--- src/rtl/dmem_pkg.sv ---
// Shared encodings for the data-memory read-modify-write bridge.
package dmem_pkg;
  localparam int unsigned DATA_W = 32;

  localparam logic [1:0] WBH_WORD = 2'b00;
  localparam logic [1:0] WBH_HALF = 2'b01;
  localparam logic [1:0] WBH_BYTE = 2'b10;

  typedef enum logic [1:0] {IDLE, RD, WR, RESP} state_t;
endpackage

--- src/rtl/dmem_lane_unit.sv ---
// Little-endian lane extract (with sign/zero extension) and lane merge for sub-word accesses.
module dmem_lane_unit
  import dmem_pkg::*;
(
  input  logic [DATA_W-1:0] word,
  input  logic [1:0]        addr_lo,
  input  logic [1:0]        wbh,
  input  logic              wbh_fh,
  input  logic [DATA_W-1:0] wdata,
  output logic [DATA_W-1:0] load_val,
  output logic [DATA_W-1:0] store_word
);
  logic [15:0] lane_h;
  logic [7:0]  lane_b;

  always_comb begin
    load_val   = word;
    store_word = wdata;
    lane_h     = addr_lo[1] ? word[31:16] : word[15:0];
    lane_b     = word[{addr_lo, 3'b000} +: 8];
    case (wbh)
      WBH_HALF: begin
        load_val   = {{16{wbh_fh & lane_h[15]}}, lane_h};
        store_word = addr_lo[1] ? {wdata[15:0], word[15:0]} : {word[31:16], wdata[15:0]};
      end
      WBH_BYTE: begin
        load_val   = {{24{wbh_fh & lane_b[7]}}, lane_b};
        store_word = word;
        store_word[{addr_lo, 3'b000} +: 8] = wdata[7:0];
      end
      default: ;
    endcase
  end
endmodule

--- src/rtl/dmem_rmw_bridge.sv ---
// CPU data-memory responder: word/half/byte loads and stores over a single-port word RAM.
// Optional misaligned-access trap enabled by defining DMEM_MISALIGN_TRAP_EN.
module dmem_rmw_bridge #(
  parameter int unsigned ADDR_W = 13,
  parameter int unsigned DATA_W = 32
) (
  input  logic              clock,
  input  logic              reset,
  input  logic              req,
  input  logic              wena,
  input  logic [1:0]        wbh,
  input  logic              wbh_fh,
  input  logic [ADDR_W-1:0] addr,
  input  logic [DATA_W-1:0] wdata,
  output logic [DATA_W-1:0] rdata,
  output logic              ready,
  output logic [ADDR_W-3:0] mem_addr,
  output logic              mem_wena,
  output logic [DATA_W-1:0] mem_wdata,
  input  logic [DATA_W-1:0] mem_rdata
`ifdef DMEM_MISALIGN_TRAP_EN
  ,
  output logic              misalign
`endif
);
  import dmem_pkg::*;

  if (DATA_W != dmem_pkg::DATA_W) begin : g_data_w_check
    $error("dmem_rmw_bridge: DATA_W must be 32");
  end

  state_t state, state_next;

  logic [1:0]        addr_lo_q;
  logic [1:0]        wbh_q;
  logic              fh_q;
  logic              wena_q;
  logic [DATA_W-1:0] wdata_q;

  logic              is_word_in;
  logic              trap;
  logic [DATA_W-1:0] load_val;
  logic [DATA_W-1:0] store_word;

  assign is_word_in = (wbh != WBH_HALF) && (wbh != WBH_BYTE);

`ifdef DMEM_MISALIGN_TRAP_EN
  assign trap = ((wbh == WBH_HALF) && addr[0]) || (is_word_in && (addr[1:0] != 2'b00));
`else
  assign trap = 1'b0;
`endif

  dmem_lane_unit u_lane (
    .word       (mem_rdata),
    .addr_lo    (addr_lo_q),
    .wbh        (wbh_q),
    .wbh_fh     (fh_q),
    .wdata      (wdata_q),
    .load_val   (load_val),
    .store_word (store_word)
  );

  always_comb begin
    state_next = state;
    case (state)
      IDLE: begin
        if (req) begin
          if (trap)                    state_next = RESP;
          else if (wena && is_word_in) state_next = WR;
          else                         state_next = RD;
        end
      end
      RD:      state_next = wena_q ? WR : RESP;
      WR:      state_next = RESP;
      RESP:    state_next = IDLE;
      default: state_next = IDLE;
    endcase
  end

  assign ready = (state == RESP);

  always_ff @(posedge clock) begin
    if (reset) begin
      state     <= IDLE;
      rdata     <= '0;
      mem_addr  <= '0;
      mem_wena  <= 1'b0;
      mem_wdata <= '0;
      addr_lo_q <= '0;
      wbh_q     <= '0;
      fh_q      <= 1'b0;
      wena_q    <= 1'b0;
      wdata_q   <= '0;
`ifdef DMEM_MISALIGN_TRAP_EN
      misalign  <= 1'b0;
`endif
    end else begin
      state    <= state_next;
      // Write strobe is registered so it covers exactly the WR cycle.
      mem_wena <= (state_next == WR);
      if (state == IDLE && req) begin
        addr_lo_q <= addr[1:0];
        wbh_q     <= wbh;
        fh_q      <= wbh_fh;
        wena_q    <= wena;
        wdata_q   <= wdata;
        if (!trap) mem_addr <= addr[ADDR_W-1:2];
        if (!trap && wena && is_word_in) mem_wdata <= wdata;
      end
      if (state == RD) begin
        if (wena_q) mem_wdata <= store_word;
        else        rdata     <= load_val;
      end
`ifdef DMEM_MISALIGN_TRAP_EN
      misalign <= (state == IDLE) && req && trap;
`endif
    end
  end
endmodule

--- config.mk ---
export PLATFORM = sky130hd
export DESIGN_NAME = dmem_rmw_bridge
export DESIGN_NICKNAME = d
export VERILOG_FILES = /design/src/rtl/dmem_pkg.sv /design/src/rtl/dmem_lane_unit.sv /design/src/rtl/dmem_rmw_bridge.sv
export SDC_FILE = /design/constraint.sdc
export NUM_CORES = 1
export LEC_CHECK = 0
export CAP_MARGIN = 20
export CORE_MARGIN = 5
export CORE_UTILIZATION = 30
export DETAILED_ROUTE_END_ITERATION = 12
export HOLD_SLACK_MARGIN = 0.1
export MAX_ROUTING_LAYER = met4
export PLACE_DENSITY = 0.61
export SLEW_MARGIN = 10
export SYNTH_ARGS = -nofsm -noshare
export SYNTH_HDL_FRONTEND = slang
export SYNTH_SLANG_ARGS = --single-unit
--- constraint.sdc ---
create_clock -name clock -period 5.4 [get_ports clock]
set_input_delay 0.81 -clock clock [delete_from_list [all_inputs] [get_ports clock]]
set_output_delay 0.81 -clock clock [all_outputs]
set_load 0.005 [all_outputs]
==> flow_metrics.env, run 1 <==
export IMPL_die_x_um=150
export IMPL_fp_dieH_um=150
export IMPL_report_final_slew_viol_count=0
export IMPL_synth_area_per_cell_um2=8.17
export IMPL_cp_cell_sequence="inv_1 -> ha_1 -> or2_1 -> o31ai_4 -> nand3_1 -> a221oi_1"
export IMPL_rsz0062_at_grt="no"
export IMPL_worstSetupEndpointType="register"
export IMPL_drive_gt1_frac=0.0650
export IMPL_synth_warnings=0
export IMPL_drv_cap=0
export IMPL_drt_wl_total_um=21900
export IMPL_routedWlPerCell_um=19.4
export IMPL_period_minus_slack_ns=2.80
export IMPL_synth_seq_area_share=0.397
export IMPL_place_ws_ns=2.53
export IMPL_maxSlewHeadroom=0.295
export IMPL_synth_edf_count=0
export IMPL_grt_ovfl_total=0
export IMPL_syn_nets=811
export IMPL_worst_path_buf_inv=1
export IMPL_cts_setup_buffers=0
export IMPL_synth_ff_type="dfxtp_1"
export IMPL_core_area_mm2=0.0193
export IMPL_layout_setup_ws_ns=2.60
export IMPL_p_leak_uw=0.00299
export IMPL_clockBufferDepth=2
export IMPL_p_per_area_mw_per_mm2=426
export IMPL_grt_pass1_vias=5771
export IMPL_viasPerCell=5.24
export IMPL_fin_crit_sh=0.518
export IMPL_ioPinCount=161
export IMPL_antenna_found_initial=0
export IMPL_final_nets=944
export IMPL_worst_skew_pair_late_latency_ns=0.42
export IMPL_synth_seq_cells=116
export IMPL_dieArea_mm2=0.0224
export IMPL_ant_nets=0
export IMPL_clockRootBuffer="clkbuf_16"
export IMPL_dr_pass1_iters=5
export IMPL_path_clk_slew_ns=0.06
export IMPL_grtUsageTotal=0.197
export IMPL_cts_tree="built"
export IMPL_critPathKind="register to register"
export IMPL_worstSetupStartpointType="register"
export IMPL_h_tree_depth=4
export IMPL_yosys_top_cells_area="dfxtp_1 40%, nand2_1 10%, a21oi_1 7.9%"
export IMPL_final_hold_violation_count=0
export IMPL_numPortBuffers=160
export IMPL_dr_first_iter_drc_count=559
export IMPL_critPathSlowestCell="dfxtp_1"
export IMPL_hpwl_um=15600
export IMPL_fill_cells=1964
export IMPL_cts_hold_buf=0
export IMPL_finalSetupViolCount=0
export IMPL_clock_sinks=116
export IMPL_max_freq_mhz=358
export IMPL_grt_start_max_net_pins=59
export IMPL_crit_required_ns=5.72
export IMPL_slowest_delay_ns=0.91
export IMPL_status="completed"
export IMPL_worstMarginPinSlew_ns=1.06
export IMPL_syn2layout_area_growth_pct=40.1
export IMPL_netlist_cell_type_count=49
export IMPL_cts_resized=0
export IMPL_gp_congestion=0.951
export IMPL_grt_pass1_wl_um=33000
export IMPL_critPathArrivalTime_ns=3.12
export IMPL_yosysMostFrequentCell="nand2_1"
export IMPL_skew_ns=0.0102
export IMPL_vdd_drop_max_mv=0.224
export IMPL_initial_core_util=0.302
export IMPL_tns_ns=0
export IMPL_critical_path_top_delay_family="flip-flops"
export IMPL_n_antenna_cell=0
export IMPL_crit_fanout=19
export IMPL_synth_top_area_frac=0.397
export IMPL_hp_class="register to register"
export IMPL_synth_cells=715
export IMPL_synthArstFlopShare=0
export IMPL_vias=5901
export IMPL_syn_cell_area_mm2=0.00584
export IMPL_drc_errors=0
export IMPL_cts_buffers=17
export IMPL_yosysTopAreaCell="dfxtp_1"
export IMPL_synthTopCellsByCount="155 x nand2_1, 116 x dfxtp_1, 92 x a21oi_1"
export IMPL_rows=51
## state kept, by name (all words and copies together), names as in the netlist
| signal | cells |
|---|---|
| state | 2 |
| mem_addr | 11 |
| addr_lo_q | 2 |
| wdata_q | 32 |
| wbh_q | 2 |
| mem_wena | 1 |
| wena_q | 1 |
| rdata | 32 |
| fh_q | 1 |
| mem_wdata | 32 |
## cells by family after synthesis
kind of cell / synth area share
simple gates: 0.169
fa+ha+maj: 0.0257
xor+xnor: 0.00300
buf+inv: 0.0572
flops: 0.397
compound gates: 0.262
mux: 0.0856
## power breakdown
| part | internal (µW) | switching [µW] | total, µW |
|---|---|---|---|
| clock | 690 | 451 | 1140 |
| sequential | 1030 | 135 | 1170 |
| combinational | 530 | 652 | 1180 |
| total | 2250 | 1240 | 3490 |
## path summary, 6_finish.rpt
path | from | endpoint | slack, ns | depth (start not counted)
max | addr_lo_q[1] | mem_wdata[17] | 2.60 | 6
min | mem_addr[4] | mem_addr[4] | 0.45 | 2
max reg2reg | addr_lo_q[1] | mem_wdata[17] | 2.60 | 6
min reg2reg | mem_addr[4] | mem_addr[4] | 0.45 | 2
## layout by cell type, fill, tap and decap left out, types with 2 or more instances in the layout
cell type        instances
o21ai_1                  2
nor2_1                  30
nand3_1                 14
inv_6                    7
o221ai_1                 8
clkinvlp_4               2
a21oi_1                 92
or3_1                    3
o21ai_0                 14
mux2_2                   8
clkdlybuf4s50_1        159
a211oi_1                30
o311ai_0                 7
a31oi_1                  4
a22oi_1                  7
nand2b_1                15
a221o_1                 11
mux2i_1                 41
buf_4                    7
ha_1                    12
nor2b_1                  4
bufinv_16                2
nor3_1                   7
inv_1                   20
nand3b_1                 2
clkbuf_16               17
o21bai_1                 5
a221oi_1                13
a311oi_1                 5
dfxtp_1                116
nand2_1                154
o32ai_1                  5
o31ai_4                  2
clkinv_4                 3
a21o_1                   5
o22ai_1                  8
a22o_1                   3
## layout make-up
| type | instances | area [µm²] | share of cell area |
|---|---|---|---|
| Sequential cell | 116 | 2320 | 0.284 |
| Clock inverter | 15 | 168 | 0.0205 |
| Inverter | 22 | 82.6 | 0.0101 |
| Clock buffer | 17 | 425 | 0.0520 |
| Timing Repair Buffer | 167 | 1660 | 0.203 |
| Tap cell | 265 | 332 | 0.0405 |
| Multi-Input combinational cell | 524 | 3190 | 0.390 |
## through the flow
| step | cells | total power [µW] | hold slack [ns] | utilization | area, µm² |
|---|---|---|---|---|---|
| final | 1126 | 3490 | 0.451 | 0.423 | 8190 |
| after global routing | 1126 | 3690 | 0.466 | 0.423 | 8190 |
| after CTS | 1125 | 3500 | 0.452 | 0.422 | 8170 |
| after detailed placement | 1093 | 2350 | 0.443 | 0.392 | 7570 |
| after global placement | 1093 | 2340 | 0.440 | 0.392 | 7570 |
| after floorplan | 715 | 1820 | 0.433 | - | 5840 |
## per-layer routing
layer	GRT usage	vias to the layer above	part of all wire
li1	-	2837	-
met1	0.259	2765	0.44
met2	0.296	255	0.44
met3	0.0512	44	0.091
met4	0.0632	0	0.022
met5	-	-	0
## worst min-delay path, stage by stage, from the launching register on
cell and delay (ns):
dfxtp_1 0.30, nand2_1 0.05, a21oi_1 0.05
Power figures use the tool's default switching activity.
==> run 2, diff against run 1 <==
clock period = 2.76 ns   (was 5.4 ns; I/O delays follow)
==> run 2 against run 1 <==
- design area increased by 2.3%
- critical path type unchanged
- largest power group unchanged
- utilization increased by 0.96 points
- non-clock buffer count increased by 17
- worst setup slack got worse by 2.0 ns
- register-to-register slack got worse by 2.0 ns
==> flow_metrics.env, run 2 (synthesis gave the netlist of run 1 again) <==
export IMPL_reg_top3="mem_wdata (32), rdata (32), wdata_q (32)"
export IMPL_reg2reg_setup_slack_ns=0.56
export IMPL_numPortBuffers=160
export IMPL_drive_gt1_frac=0.0831
export IMPL_clockBufferDepth=2
export IMPL_ant_nets=0
export IMPL_clockRootBuffer="clkbuf_16"
export IMPL_drv_cap=0
export IMPL_routedWlPerCell_um=19.3
export IMPL_cts_buffers=17
export IMPL_crit_fanout=55
export IMPL_die_x_um=150
export IMPL_syn2layout_area_growth_pct=43.2
export IMPL_dieArea_mm2=0.0224
export IMPL_critPathArrivalTime_ns=2.48
export IMPL_maxSlewHeadroom=0.571
export IMPL_rsz0062_at_grt="no"
export IMPL_grt_pass1_vias=5776
export IMPL_p_comb_frac=0.341
export IMPL_cts_hold_buf=0
export IMPL_cts_setup_buffers=0
export IMPL_ioPinCount=161
export IMPL_final_common_cell="clkdlybuf4s50_1"
export IMPL_vias=5949
export IMPL_core_area_mm2=0.0193
export IMPL_gp_congestion=0.935
export IMPL_initial_core_util=0.302
export IMPL_skew_ns=0.0118
export IMPL_path_clk_slew_ns=0.06
export IMPL_dr_first_iter_drc_count=494
export IMPL_h_tree_depth=4
export IMPL_internal_power_uw=4670
export IMPL_drt_wl_total_um=22000
export IMPL_postPlaceCellArea_mm2=0.00773
export IMPL_dr_pass1_iters=5
export IMPL_worstSetupStartpointType="register"
export IMPL_p_leak_uw=0.00310
export IMPL_fin_crit_sh=0.799
export IMPL_worst_skew_pair_late_latency_ns=0.43
export IMPL_pwr_share_seq=0.320
export IMPL_cts_tree="built"
export IMPL_pwr_share_clk=0.339
export IMPL_hp_class="primary input to register"
export IMPL_cts_resized=0
export IMPL_final_nets=961
export IMPL_p_per_area_mw_per_mm2=844
export IMPL_p_switching_uw=2400
export IMPL_drc_errors=0
export IMPL_stdcell_area_mm2=0.00837
export IMPL_n_antenna_cell=0
export IMPL_netSwitchingFraction=0.339
export IMPL_critPathKind="register to register"
export IMPL_hpwl_um=15900
export IMPL_grt_start_max_net_pins=56
export IMPL_grt_ovfl_total=0
export IMPL_vdd_drop_max_mv=0.507
export IMPL_final_hold_violation_count=0
export IMPL_status="completed"
export IMPL_fp_dieH_um=150
export IMPL_worstSetupEndpointType="register"
export IMPL_crit_required_ns=3.03
export IMPL_finalSetupViolCount=0
export IMPL_clock_sinks=116
export IMPL_tns_ns=0
export IMPL_viasPerCell=5.20
export IMPL_grt_pass1_wl_um=33600
export IMPL_grtUsageTotal=0.202
export IMPL_period_minus_slack_ns=2.20
export IMPL_antenna_found_initial=0
export IMPL_mostFrequentLayoutCells="159 x clkdlybuf4s50_1, 154 x nand2_1, 116 x dfxtp_1"
export IMPL_max_freq_mhz=454
export IMPL_report_final_slew_viol_count=0
export IMPL_worstMarginPinSlew_ns=0.639
export IMPL_rows=51
run 2: cell count changes in the layout (fill, tap and decap cells not counted), sizes merged:
cell	before	now
buf	8	25
inv	28	25
bufinv	2	4
clkbuf	17	18
clkinv	5	4
clkinvlp	2	3
run 2: layer usage:
metal	routed length (µm)	global-route usage
met1	10500	0.276
met2	9690	0.302
met3	1480	0.0406
met4	412	0.0604
met5	0	-
run 2: cell type report:
type                       count  area [µm²]
clock inverter                14         200
clock buffer                  18         439
inverter                      22        82.6
multi-input combinational    524        3190
sequential                   116        2320
timing repair buffer         184        1800
fill                        1937       11000
tap                          265         332
run 2: per-stage QoR:
step	total power (µW)	utilization	hold WS (ns)	worst slack, ns	cells
final	7060	0.433	0.395	0.555	1143
after global routing	7450	0.433	0.404	0.382	1143
after CTS	7120	0.433	0.373	0.620	1143
after detailed placement	4690	0.400	0.445	0.488	1111
after global placement	4680	0.400	0.439	0.539	1111
after floorplan	3560	-	0.433	0.594	715
run 2: worst paths after layout:
check,start,endpoint,cells after the start
setup / recovery,wbh_q[0],rdata[7],7
hold reg to reg,wdata_q[23],wdata_q[23],2
setup reg to reg,wbh_q[0],rdata[7],7
hold / removal,reset,state[0],2
run 2: power by group through the flow:
stage               registers, µW  clock network, µW  logic [µW]
floorplan                    2250                  0        1320
global placement             2280                  0        2390
detailed placement           2290                  0        2400
CTS                          2260               2440        2410
global route                 2300               2500        2640
finish                       2260               2390        2410
run 2: worst max-delay path: stages (launching register included):
cell,delay (ns)
dfxtp_1,0.39
inv_1,0.06
ha_1,0.37
buf_4,0.51
nand3b_1,0.18
a21oi_1,0.07
a211oi_1,0.35
nor3_1,0.11
